--- src/rtl/color_sequencer.sv ---
// rtl/color_sequencer.sv - colour ROM sequencer: manual/auto palette walk, capture and valid pulse
// Optional build macro PING_PONG_EN: auto walk bounces between FIRST_CODE and LAST_CODE instead of wrapping.
module color_sequencer #(
    parameter logic [3:0] FIRST_CODE = 4'd15,
    parameter logic [3:0] LAST_CODE  = 4'd6,
    parameter int         DWELL      = 50_000_000,
    parameter int         CNT_W      = 26
) (
    input  logic        CLK,
    input  logic        RST,
    input  logic [3:0]  SW,
    input  logic        MODE,
    input  logic        PAUSE,
    input  logic        STEP,
    output logic [3:0]  rom_sel,
    input  logic [23:0] rom_color,
    output logic [23:0] color,
    output logic        color_valid
);

    typedef enum logic [1:0] {
        ST_MANUAL     = 2'd0,
        ST_AUTO_RUN   = 2'd1,
        ST_AUTO_PAUSE = 2'd2
    } state_t;

    localparam logic [CNT_W-1:0] CNT_LAST = CNT_W'(DWELL - 1);

    state_t             state_q, state_d;
    logic [3:0]         sel_q, sel_d;
    logic [CNT_W-1:0]   cnt_q, cnt_d;
    logic               step_q;
    logic               load_d;
    logic               load1_q, load2_q;
    logic [23:0]        color_q;
    logic               valid_q;
    logic               step_rise;
    logic [3:0]         adv_code;

`ifdef PING_PONG_EN
    logic               dir_up_q, dir_up_d;
    logic               adv_dir_up;

    // Bounce at either end of the palette range; direction flips on the turning step.
    always_comb begin
        adv_code   = sel_q - 4'd1;
        adv_dir_up = dir_up_q;
        if (dir_up_q) begin
            if (sel_q == FIRST_CODE) begin
                adv_code   = sel_q - 4'd1;
                adv_dir_up = 1'b0;
            end else begin
                adv_code   = sel_q + 4'd1;
                adv_dir_up = 1'b1;
            end
        end else begin
            if (sel_q == LAST_CODE) begin
                adv_code   = sel_q + 4'd1;
                adv_dir_up = 1'b1;
            end else begin
                adv_code   = sel_q - 4'd1;
                adv_dir_up = 1'b0;
            end
        end
    end
`else
    always_comb begin
        adv_code = (sel_q == LAST_CODE) ? FIRST_CODE : (sel_q - 4'd1);
    end
`endif

    assign step_rise = STEP & ~step_q;

    always_comb begin
        state_d  = state_q;
        sel_d    = sel_q;
        cnt_d    = cnt_q;
        load_d   = 1'b0;
`ifdef PING_PONG_EN
        dir_up_d = dir_up_q;
`endif
        case (state_q)
            ST_MANUAL: begin
                if (MODE) begin
                    state_d  = PAUSE ? ST_AUTO_PAUSE : ST_AUTO_RUN;
                    sel_d    = FIRST_CODE;
                    cnt_d    = '0;
                    load_d   = 1'b1;
`ifdef PING_PONG_EN
                    dir_up_d = 1'b0;
`endif
                end else if (SW != sel_q) begin
                    sel_d  = SW;
                    load_d = 1'b1;
                end
            end
            ST_AUTO_RUN: begin
                if (!MODE) begin
                    state_d = ST_MANUAL;
                    sel_d   = SW;
                    cnt_d   = '0;
                    load_d  = 1'b1;
                end else if (PAUSE) begin
                    state_d = ST_AUTO_PAUSE;
                end else if (cnt_q == CNT_LAST) begin
                    cnt_d    = '0;
                    sel_d    = adv_code;
                    load_d   = 1'b1;
`ifdef PING_PONG_EN
                    dir_up_d = adv_dir_up;
`endif
                end else begin
                    cnt_d = cnt_q + 1'b1;
                end
            end
            ST_AUTO_PAUSE: begin
                // Counter stays frozen here so resuming finishes the interrupted dwell.
                if (!MODE) begin
                    state_d = ST_MANUAL;
                    sel_d   = SW;
                    cnt_d   = '0;
                    load_d  = 1'b1;
                end else if (!PAUSE) begin
                    state_d = ST_AUTO_RUN;
                end else if (step_rise) begin
                    sel_d    = adv_code;
                    load_d   = 1'b1;
`ifdef PING_PONG_EN
                    dir_up_d = adv_dir_up;
`endif
                end
            end
            default: begin
                state_d = ST_MANUAL;
            end
        endcase
    end

    // Two-stage load tracker: ROM registers one edge after rom_sel, we capture the edge after.
    always_ff @(posedge CLK) begin
        if (!RST) begin
            state_q  <= ST_MANUAL;
            sel_q    <= FIRST_CODE;
            cnt_q    <= '0;
            step_q   <= 1'b0;
            load1_q  <= 1'b0;
            load2_q  <= 1'b0;
            color_q  <= 24'h000000;
            valid_q  <= 1'b0;
`ifdef PING_PONG_EN
            dir_up_q <= 1'b0;
`endif
        end else begin
            state_q  <= state_d;
            sel_q    <= sel_d;
            cnt_q    <= cnt_d;
            step_q   <= STEP;
            load1_q  <= load_d;
            load2_q  <= load1_q;
            valid_q  <= load2_q;
            if (load2_q) begin
                color_q <= rom_color;
            end
`ifdef PING_PONG_EN
            dir_up_q <= dir_up_d;
`endif
        end
    end

    assign rom_sel     = sel_q;
    assign color       = color_q;
    assign color_valid = valid_q;

endmodule

--- config.mk ---
export PLATFORM = sky130hd
export DESIGN_NAME = color_sequencer
export DESIGN_NICKNAME = d
export VERILOG_FILES = /design/src/rtl/color_sequencer.sv
export SDC_FILE = /design/constraint.sdc
export NUM_CORES = 1
export LEC_CHECK = 0
export CORE_MARGIN = 2
export CORE_UTILIZATION = 51
export CTS_CLUSTER_SIZE = 14
export DETAILED_ROUTE_END_ITERATION = 8
export PLACE_DENSITY = 0.82
export SLEW_MARGIN = 10
export SYNTH_ARGS = -nofsm -noshare
export SYNTH_HDL_FRONTEND = slang
export SYNTH_SLANG_ARGS = --single-unit
--- constraint.sdc ---
create_clock -name CLK -period 2.4 [get_ports CLK]
set_input_delay 0.48 -clock CLK [delete_from_list [all_inputs] [get_ports CLK]]
set_output_delay 0.48 -clock CLK [all_outputs]
set_load 0.01 [all_outputs]
==> impl_metrics.toml, run 1 <==
[timing]
timing.fmax_mhz = 453
slew_headroom_pct = 73.1
fin_crit_sh_pct = 91.9
skew_ns = 0.0128
fin_crit_ns = 2.21
tightest_slew_ns = 0.404
finalSetupViolations = 0
rsz0062_at_grt = "false"
hold_viol_final = 0
drv_slew = 0

[logic_synthesis]
synth_edf_count = 0
yosysUniqueCellTypes = 43
synth_compound_area_share_pct = 10.1
synth_flop_cell = "dfxtp_1"
synth_top_cells_by_area = "dfxtp_1, mux2i_1, xnor2_1"
ys_warn_count = 0
syn_inst = 312
synth_top_area_share_pct = 41.8
yosys-top-cells-count = "dfxtp_1, nor2b_1, mux2i_1, nor2_1, xnor2_1"
synth_top_family_by_area = "simple AND/OR/NAND/NOR gates"
yosysMostFrequentCell = "dfxtp_1"
syn_avg_cell_area_sq_um = 9.20
synthMuxAreaShare_pct = 8.71
synth-seq-cells = 60
synth_xor_area_share_pct = 6.71
synth-simple-area-share_pct = 26.3
syn-num-nets = 352
yosysTopAreaCell = "dfxtp_1"
ys_seq_area_share_pct = 41.8
async_reset_ff_share_pct = 0
synth-adder-area-share_pct = 3.05
netlist_area_sq_um = 2870

[place]
gp_congestion = 0.829
io_buffers = 61
hpwlAfterDp_mm = 4.60

[power_and_ir_drop]
p_leak_nw = 1.32
total_power_mw = 2.60
vdd_drop_max_mv = 0.518
p_per_area_nw_per_um2 = 676

[detailed_routing]
viasPerCell = 5.43
ant_nets = 0
drt_iter0_markers = 126
wl_mm = 6.60
via_count = 2494
post_drt_wl_per_cell_microns = 14.4
drc = 0
dr.pass1.iters = 6

[critical_path]
endpoint = "cnt_q[22]"
cp_data_required_time_ns = 2.67
rr_worst_depth = 8
worstSetupPathType = "flip-flop to flip-flop"
arrival_ns = 2.48
worstReg2RegStart = "state_q[0]"
critPathLaunch = "state_q[0]"
crit_path_start_kind = "flip-flop"
cp-end-kind = "flip-flop"
r2r_end = "cnt_q[22]"
r2r_slack_ns = 0.19
crit_fanout = 5

[floorplanning]
coreArea_sq_um = 5470
initial_utilization_pct = 52.5
die_area_sq_um = 6250
die_h_microns = 79.0
fp.dieW_microns = 79.0
ios = 62
core.rowCount = 27

[cts]
clk_path_buf_depth = 2
cts_sinks = 60
h-tree-depth = 3
cts_tree = "built"
path_clk_slew_ns = 0.07
cts-root-buf = "clkbuf_8"
cts_setup_buffers = 0
tritoncts.num_buffers = 9
hold_buffers = 0
clk_latency_ns = 0.34
cts_resized = 0

[grt]
grt_max_degree = 27
grt_pass1_vias = 2430
antenna_found_initial = 0
grt_usage_pct = 22.7
grt_pass1_wl_mm = 11.2
grt.overflow.total = 0

[run_status]
status = "complete, no violations"

[layout]
n_fill_cell = 446
final_util_pct = 70.3
drive_gt1_share_pct = 8.53
n_antenna_cell = 0
nets = 422
area_growth_pct = 33.9

[run]
drv_cap = 0

[hold_path]
min-delay-path-class = "flip-flop to flip-flop"
-- area by class of cell --
class	count	area (sq um)	share of cell area [%]
clock buffer	11	151	3.94
multi-input combinational	229	1580	41.0
clock inverter	5	83.8	2.18
timing repair buffer	72	706	18.3
inverter	10	37.5	0.976
sequential	60	1200	31.2
tap	72	90.1	2.34
-- state kept, by name, summed over array words and instances (netlist names) --
name / cells
cnt_q: 26
color: 24
rom_sel: 4
state_q: 2
color_valid: 1
load1_q: 1
load2_q: 1
step_q: 1
-- report_power, final --
group,internal (mW),switching (mW),total [mW]
registers,1.05,0.0402,1.09
logic,0.247,0.212,0.459
clock network,0.643,0.412,1.05
total,1.94,0.664,2.60
-- cell usage in the layout, fill, tap and decap left out, types with 6 or more instances in the layout --
master	count
clkdlybuf4s50_1	61
dfxtp_1	60
nor2b_1	26
mux2i_1	25
nor2_1	25
xnor2_1	21
nand2_1	14
a21oi_1	14
o21ai_0	13
clkbuf_8	11
inv_1	10
buf_4	10
nor3_1	9
nand3_1	8
or3_1	7
ha_1	7
nand4_1	6
-- layer usage --
layer / vias up / GRT usage [%] / wire length (microns)
met1: 1175 / 27.9 / 2910
met2: 60 / 38.0 / 3250
met5: - / 0 / 0
met4: 0 / 9.31 / 119
li1: 1247 / - / -
met3: 12 / 5.68 / 323
-- kinds of logic after synthesis --
logic type | Yosys count
buffers and inverters | 23
DFF | 60
muxes | 25
adders and majority gates | 7
AOI/OAI and AO/OA | 45
and+or+nand+nor | 130
xor gates and xnor gates | 22
-- how the worst min path moves through the flow --
stage / startpoint / depth (start not counted) / slack [ns] / endpoint
5_1_grt: load1_q / 1 / 0.45 / load2_q
3_3_place_gp: load1_q / 1 / 0.41 / load2_q
4_1_cts: load1_q / 1 / 0.45 / load2_q
2_1_floorplan: load1_q / 1 / 0.41 / load2_q
3_5_place_dp: load1_q / 1 / 0.43 / load2_q
6_report: load1_q / 1 / 0.44 / load2_q
-- critical path, stage by stage, from the launching register on --
cell,delay [ns]
dfxtp_1,0.37
inv_1,0.10
ha_1,0.26
nor2_1,0.14
a31oi_1,0.07
buf_4,0.16
or4b_1,0.57
or3_1,0.33
a21oi_1,0.14
-- per-stage QoR --
stage               worst slack [ns]  TNS [ns]  hold WS, ns  cells  instance area, sq um
floorplan                      0.421         0        0.412    312                  2870
global placement             -0.0114   -0.0114        0.415    443                  3610
detailed placement           -0.0218   -0.0218        0.430    443                  3610
CTS                            0.179         0        0.448    459                  3850
global route                   0.127         0        0.452    459                  3850
finish                         0.194         0        0.445    459                  3850
Note: power is estimated with default switching activity, not from simulation.
==> run 2, diff against run 1 <==
CORE_ASPECT_RATIO = 0.9   (was not set)
CTS_BUF_LIST = sky130_fd_sc_hd__clkbuf_16   (was not set)
==> run 2 against run 1 <==
Against the previous run:
- cell count is 1.1% lower
- critical path depth stayed put
- wire length is 0.27% higher
- global-route usage is 0.59 points lower
- utilization is 2.9 points higher
- via count is 0.28% higher
- setup slack worse by 0.065 ns
- non-clock buffer count stayed put
- sequential power hardly changed
- cell area is 1.7% higher
- register-to-register slack worse by 0.07 ns
- count of clock-buffer cells in the layout is 2 lower
==> impl_metrics.toml, run 2 (synthesis gave the netlist of run 1 again) <==
[run_status]
status = "complete, no violations"

[critical_path]
rr_worst_depth = 8
worstSetupPathType = "flip-flop to flip-flop"
path_cells = "inv_1, ha_1, nor2_1, a31oi_1, buf_4, or4b_1, or3_1, a21oi_1"
cp_data_required_time_ns = 2.65
crit_fanout = 8
crit_path_start_kind = "flip-flop"
cp_slowest_cell = "or4b_1"
r2r_slack_ns = 0.13
cp-end-kind = "flip-flop"
r2r_end = "cnt_q[22]"
worstReg2RegStart = "state_q[0]"
arrival_ns = 2.53
cpPeakStageDelay_ns = 0.60

[timing]
timing.fmax_mhz = 440
skew_ns = 0.00448
fin_crit_sh_pct = 94.6
whs_ns = 0.430
rsz0062_at_grt = "false"
hold_viol_final = 0
slew_headroom_pct = 64.5
fin_crit_ns = 2.27
setup-tns-final_ns = 0
drv_slew = 0
finalSetupViolations = 0
tightest_slew_ns = 0.531

[power_and_ir_drop]
sw_frac_of_total_pct = 23.5
vdd_drop_max_mv = 0.568
p_switching_uw = 674
comb_power_share_pct = 15.9
clkPwrFrac_pct = 46.0
p_seq_share_pct = 38.1
p_int_mw = 2.19
p_per_area_nw_per_um2 = 732
p_leak_nw = 1.37

[cts]
h-tree-depth = 3
cts_setup_buffers = 0
cts-root-buf = "clkbuf_16"
tritoncts.num_buffers = 9
clk_path_buf_depth = 2
hold_buffers = 0
path_clk_slew_ns = 0.05
cts_sinks = 60
cts_tree = "built"
cts_resized = 0
clk_latency_ns = 0.32

[floorplanning]
die_h_microns = 75.2
coreArea_sq_um = 5350
initial_utilization_pct = 53.7
die_area_sq_um = 6250
core.rowCount = 25
ios = 62
fp.dieW_microns = 83.1

[layout]
drive_gt1_share_pct = 8.01
final_cell_mix = "clkdlybuf4s50_1, dfxtp_1, nor2b_1"
layout_commonest_cell = "clkdlybuf4s50_1"
largest_reg_flops = 26
n_fill_cell = 387
final_util_pct = 73.1
regMostFlops = "cnt_q"
nets = 422
n_antenna_cell = 0
area_growth_pct = 36.3

[grt]
antenna_found_initial = 0
grt_max_degree = 27
grt_pass1_vias = 2450
grt_usage_pct = 22.1
grt_pass1_wl_mm = 11.1
grt.overflow.total = 0

[detailed_routing]
drc = 0
drt_iter0_markers = 155
via_count = 2501
ant_nets = 0
viasPerCell = 5.51
wl_mm = 6.62
post_drt_wl_per_cell_microns = 14.6
dr.pass1.iters = 4

[hold_path]
hold_depth = 1
hp-start = "load1_q"
holdPathEnd = "load2_q"
min-delay-path-class = "flip-flop to flip-flop"

[place]
hpwlAfterDp_mm = 4.53
io_buffers = 61
gp_congestion = 0.837

[run]
drv_cap = 0
run 2: changes by cell type in the layout (fill, tap and decap cells not counted), sizes merged:
cell	before	now
inv	10	11
clkinvlp	2	0
clkbuf	11	9
clkinv	1	4
run 2: final cells by class:
type / instances / area [sq um] / area share (%)
multi-input combinational: 229 / 1580 / 40.3
sequential: 60 / 1200 / 30.7
timing repair buffer: 72 / 706 / 18.0
clock buffer: 9 / 225 / 5.76
tap: 67 / 83.8 / 2.14
clock inverter: 7 / 82.6 / 2.11
inverter: 10 / 37.5 / 0.959
run 2: critical path: cells and delay by family (launching register included):
family / cells / cell delay, ns
AO/OA/AOI/OAI: 2 / 0.22
adder cells (fa/ha/maj): 1 / 0.26
buffers and inverters: 2 / 0.27
flip-flops: 1 / 0.36
AND/OR/NAND/NOR: 3 / 1.10
run 2: through the flow:
stage | setup WS, ns | std cells | cell area (sq um) | total power [mW]
finish | 0.129 | 454 | 3910 | 2.87
global route | 0.00182 | 454 | 3910 | 2.98
CTS | 0.132 | 454 | 3910 | 2.89
detailed placement | -0.0296 | 438 | 3600 | 1.56
global placement | 0.00292 | 438 | 3600 | 1.55
floorplan | 0.421 | 312 | 2870 | 1.35
run 2: per-layer routing:
metal | GRT usage [%] | vias to the layer above | routed length [microns]
li1 | - | 1246 | -
met1 | 25.3 | 1168 | 2810
met2 | 40.2 | 80 | 3400
met3 | 5.92 | 7 | 336
met4 | 9.11 | 0 | 75
met5 | 0 | - | 0
run 2: worst max-delay path by stage:
stage | start | to | cells after the start
finish | state_q[0] | cnt_q[22] | 8
detailed placement | MODE | cnt_q[22] | 7
floorplan | state_q[0] | cnt_q[22] | 7
CTS | state_q[0] | cnt_q[22] | 8
global placement | MODE | cnt_q[22] | 7
global route | state_q[0] | cnt_q[22] | 8
run 2: power groups by stage:
stage,registers (mW),clock network [mW],logic [mW]
finish,1.09,1.32,0.456
global placement,1.11,0,0.446
detailed placement,1.11,0,0.453
global route,1.10,1.38,0.502
CTS,1.09,1.34,0.458
floorplan,1.12,0,0.235
==> run 3, diff against run 2 <==
CTS_CLUSTER_SIZE = not set   (was 14)
clock period = 2.31 ns   (was 2.4 ns; I/O delays follow)
==> run 3 against run 2 <==
Against the previous run:
- count of clock-buffer cells in the layout stayed put
- sequential power rose by 4%
- cell area fell by 0.22%
- cell count is 0.22% higher
- utilization down 0.16 points
- register-to-register slack better by 0.03 ns
- global-route usage rose by 0.053 points
- sequential cell count is the same
==> impl_metrics.toml, run 3 (synthesis gave the netlist of run 1 again) <==
[grt]
grt_pass1_wl_mm = 10.9
grt_pass1_vias = 2409
grt_max_degree = 27
antenna_found_initial = 0
grt_usage_pct = 22.2
grt.overflow.total = 0

[timing]
setup_ws_ns = 0.155
slew_headroom_pct = 65.6
drv_slew = 0
timing.fmax_mhz = 464
tightest_slew_ns = 0.514
hold_viol_final = 0
fin_crit_sh_pct = 93.3
fin_crit_ns = 2.16
setup-tns-final_ns = 0
rsz0062_at_grt = "false"
finalSetupViolations = 0
skew_ns = 0.00660

[cts]
path_clk_slew_ns = 0.05
h-tree-depth = 3
clk_path_buf_depth = 2
cts-root-buf = "clkbuf_16"
cts_tree = "built"
clk_latency_ns = 0.32
cts_setup_buffers = 0
tritoncts.num_buffers = 9
cts_sinks = 60

[detailed_routing]
wl_mm = 6.77
drc = 0
post_drt_wl_per_cell_microns = 14.9
dr.pass1.iters = 5
ant_nets = 0
drt_iter0_markers = 209
via_count = 2500
viasPerCell = 5.49

[layout]
nets = 424
layout_commonest_cell = "clkdlybuf4s50_1"
largest_reg_flops = 26
regMostFlops = "cnt_q"
drive_gt1_share_pct = 8.76
final_cell_mix = "clkdlybuf4s50_1, dfxtp_1, nor2b_1"
n_antenna_cell = 0
area_growth_pct = 35.9

[place]
hpwlAfterDp_mm = 4.66
io_buffers = 61
pre_cts_ws_ns = -0.0931
gp_congestion = 0.829

[critical_path]
crit_fanout = 5
crit_path_start_kind = "flip-flop"
cp-end-kind = "flip-flop"
cp_data_required_time_ns = 2.57
worstSetupPathType = "flip-flop to flip-flop"
arrival_ns = 2.41

[run_status]
status = "complete, no violations"

[run]
drv_cap = 0

[floorplanning]
die_h_microns = 75.2
fp.dieW_microns = 83.1
coreArea_sq_um = 5350
initial_utilization_pct = 53.7
die_area_sq_um = 6250
core.rowCount = 25
ios = 62

[hold_path]
min-delay-path-class = "flip-flop to flip-flop"

[power_and_ir_drop]
p_leak_nw = 1.36
p_per_area_nw_per_um2 = 738
vdd_drop_max_mv = 0.626
-- run 3: cell types whose count changed in the layout (fill, tap and decap cells not counted), sizes merged --
cell,delta
inv,-1
buf,+2
clkinvlp,+1
bufinv,-1
-- run 3: metal layers --
| layer | wire length [microns] | share of wire [%] | global-route usage [%] |
|---|---|---|---|
| met4 | 104 | 1.5 | 9.47 |
| met2 | 3470 | 51 | 39.3 |
| met3 | 365 | 5.4 | 8.11 |
| met5 | 0 | 0 | 0 |
| met1 | 2830 | 42 | 24.6 |
-- run 3: path summary, 6_finish.rpt --
path               from  depth (start not counted)  slack, ns         to
max          state_q[1]                          8       0.15  cnt_q[22]
min             load1_q                          1       0.45    load2_q
min reg2reg     load1_q                          1       0.45    load2_q
max reg2reg  state_q[1]                          8       0.15  cnt_q[22]
-- run 3: what timing repair did --
item	in CTS	in global routing
gates resized for setup	0	1
endpoints found under the setup margin	0	1
hold buffers	0	0
-- run 3: area by class of cell --
cell class	count	area (sq um)
clock buffers	9	225
clock inverters	6	56.3
fillers	399	1450
inverters	10	37.5
multi-input cells	229	1580
flip-flops and latches	60	1200
well taps	67	83.8
repair buffers	74	721
-- run 3: through the flow --
| step | std cells | area (sq um) | hold WS [ns] | power, mW | utilization, % |
|---|---|---|---|---|---|
| after floorplan | 312 | 2870 | 0.412 | 1.41 | - |
| after global placement | 440 | 3620 | 0.419 | 1.62 | 67.7 |
| after detailed placement | 440 | 3620 | 0.424 | 1.63 | 67.7 |
| after CTS | 455 | 3900 | 0.457 | 2.91 | 72.9 |
| after global routing | 455 | 3900 | 0.460 | 2.99 | 73.0 |
| final | 455 | 3900 | 0.448 | 2.88 | 73.0 |
-- run 3: critical path, cell delays in order (launching register included) --
cell and delay (ns):
dfxtp_1 0.36, inv_1 0.09, ha_1 0.24, nand2_1 0.10, a31oi_1 0.10, buf_4 0.16
or4b_1 0.58, or3_1 0.33, a21oi_1 0.13
-- run 3: power breakdown --
| part | switching (mW) | total, mW | internal [mW] |
|---|---|---|---|
| clock | 0.447 | 1.26 | 0.817 |
| combinational | 0.220 | 0.483 | 0.263 |
| sequential | 0.0423 | 1.13 | 1.09 |
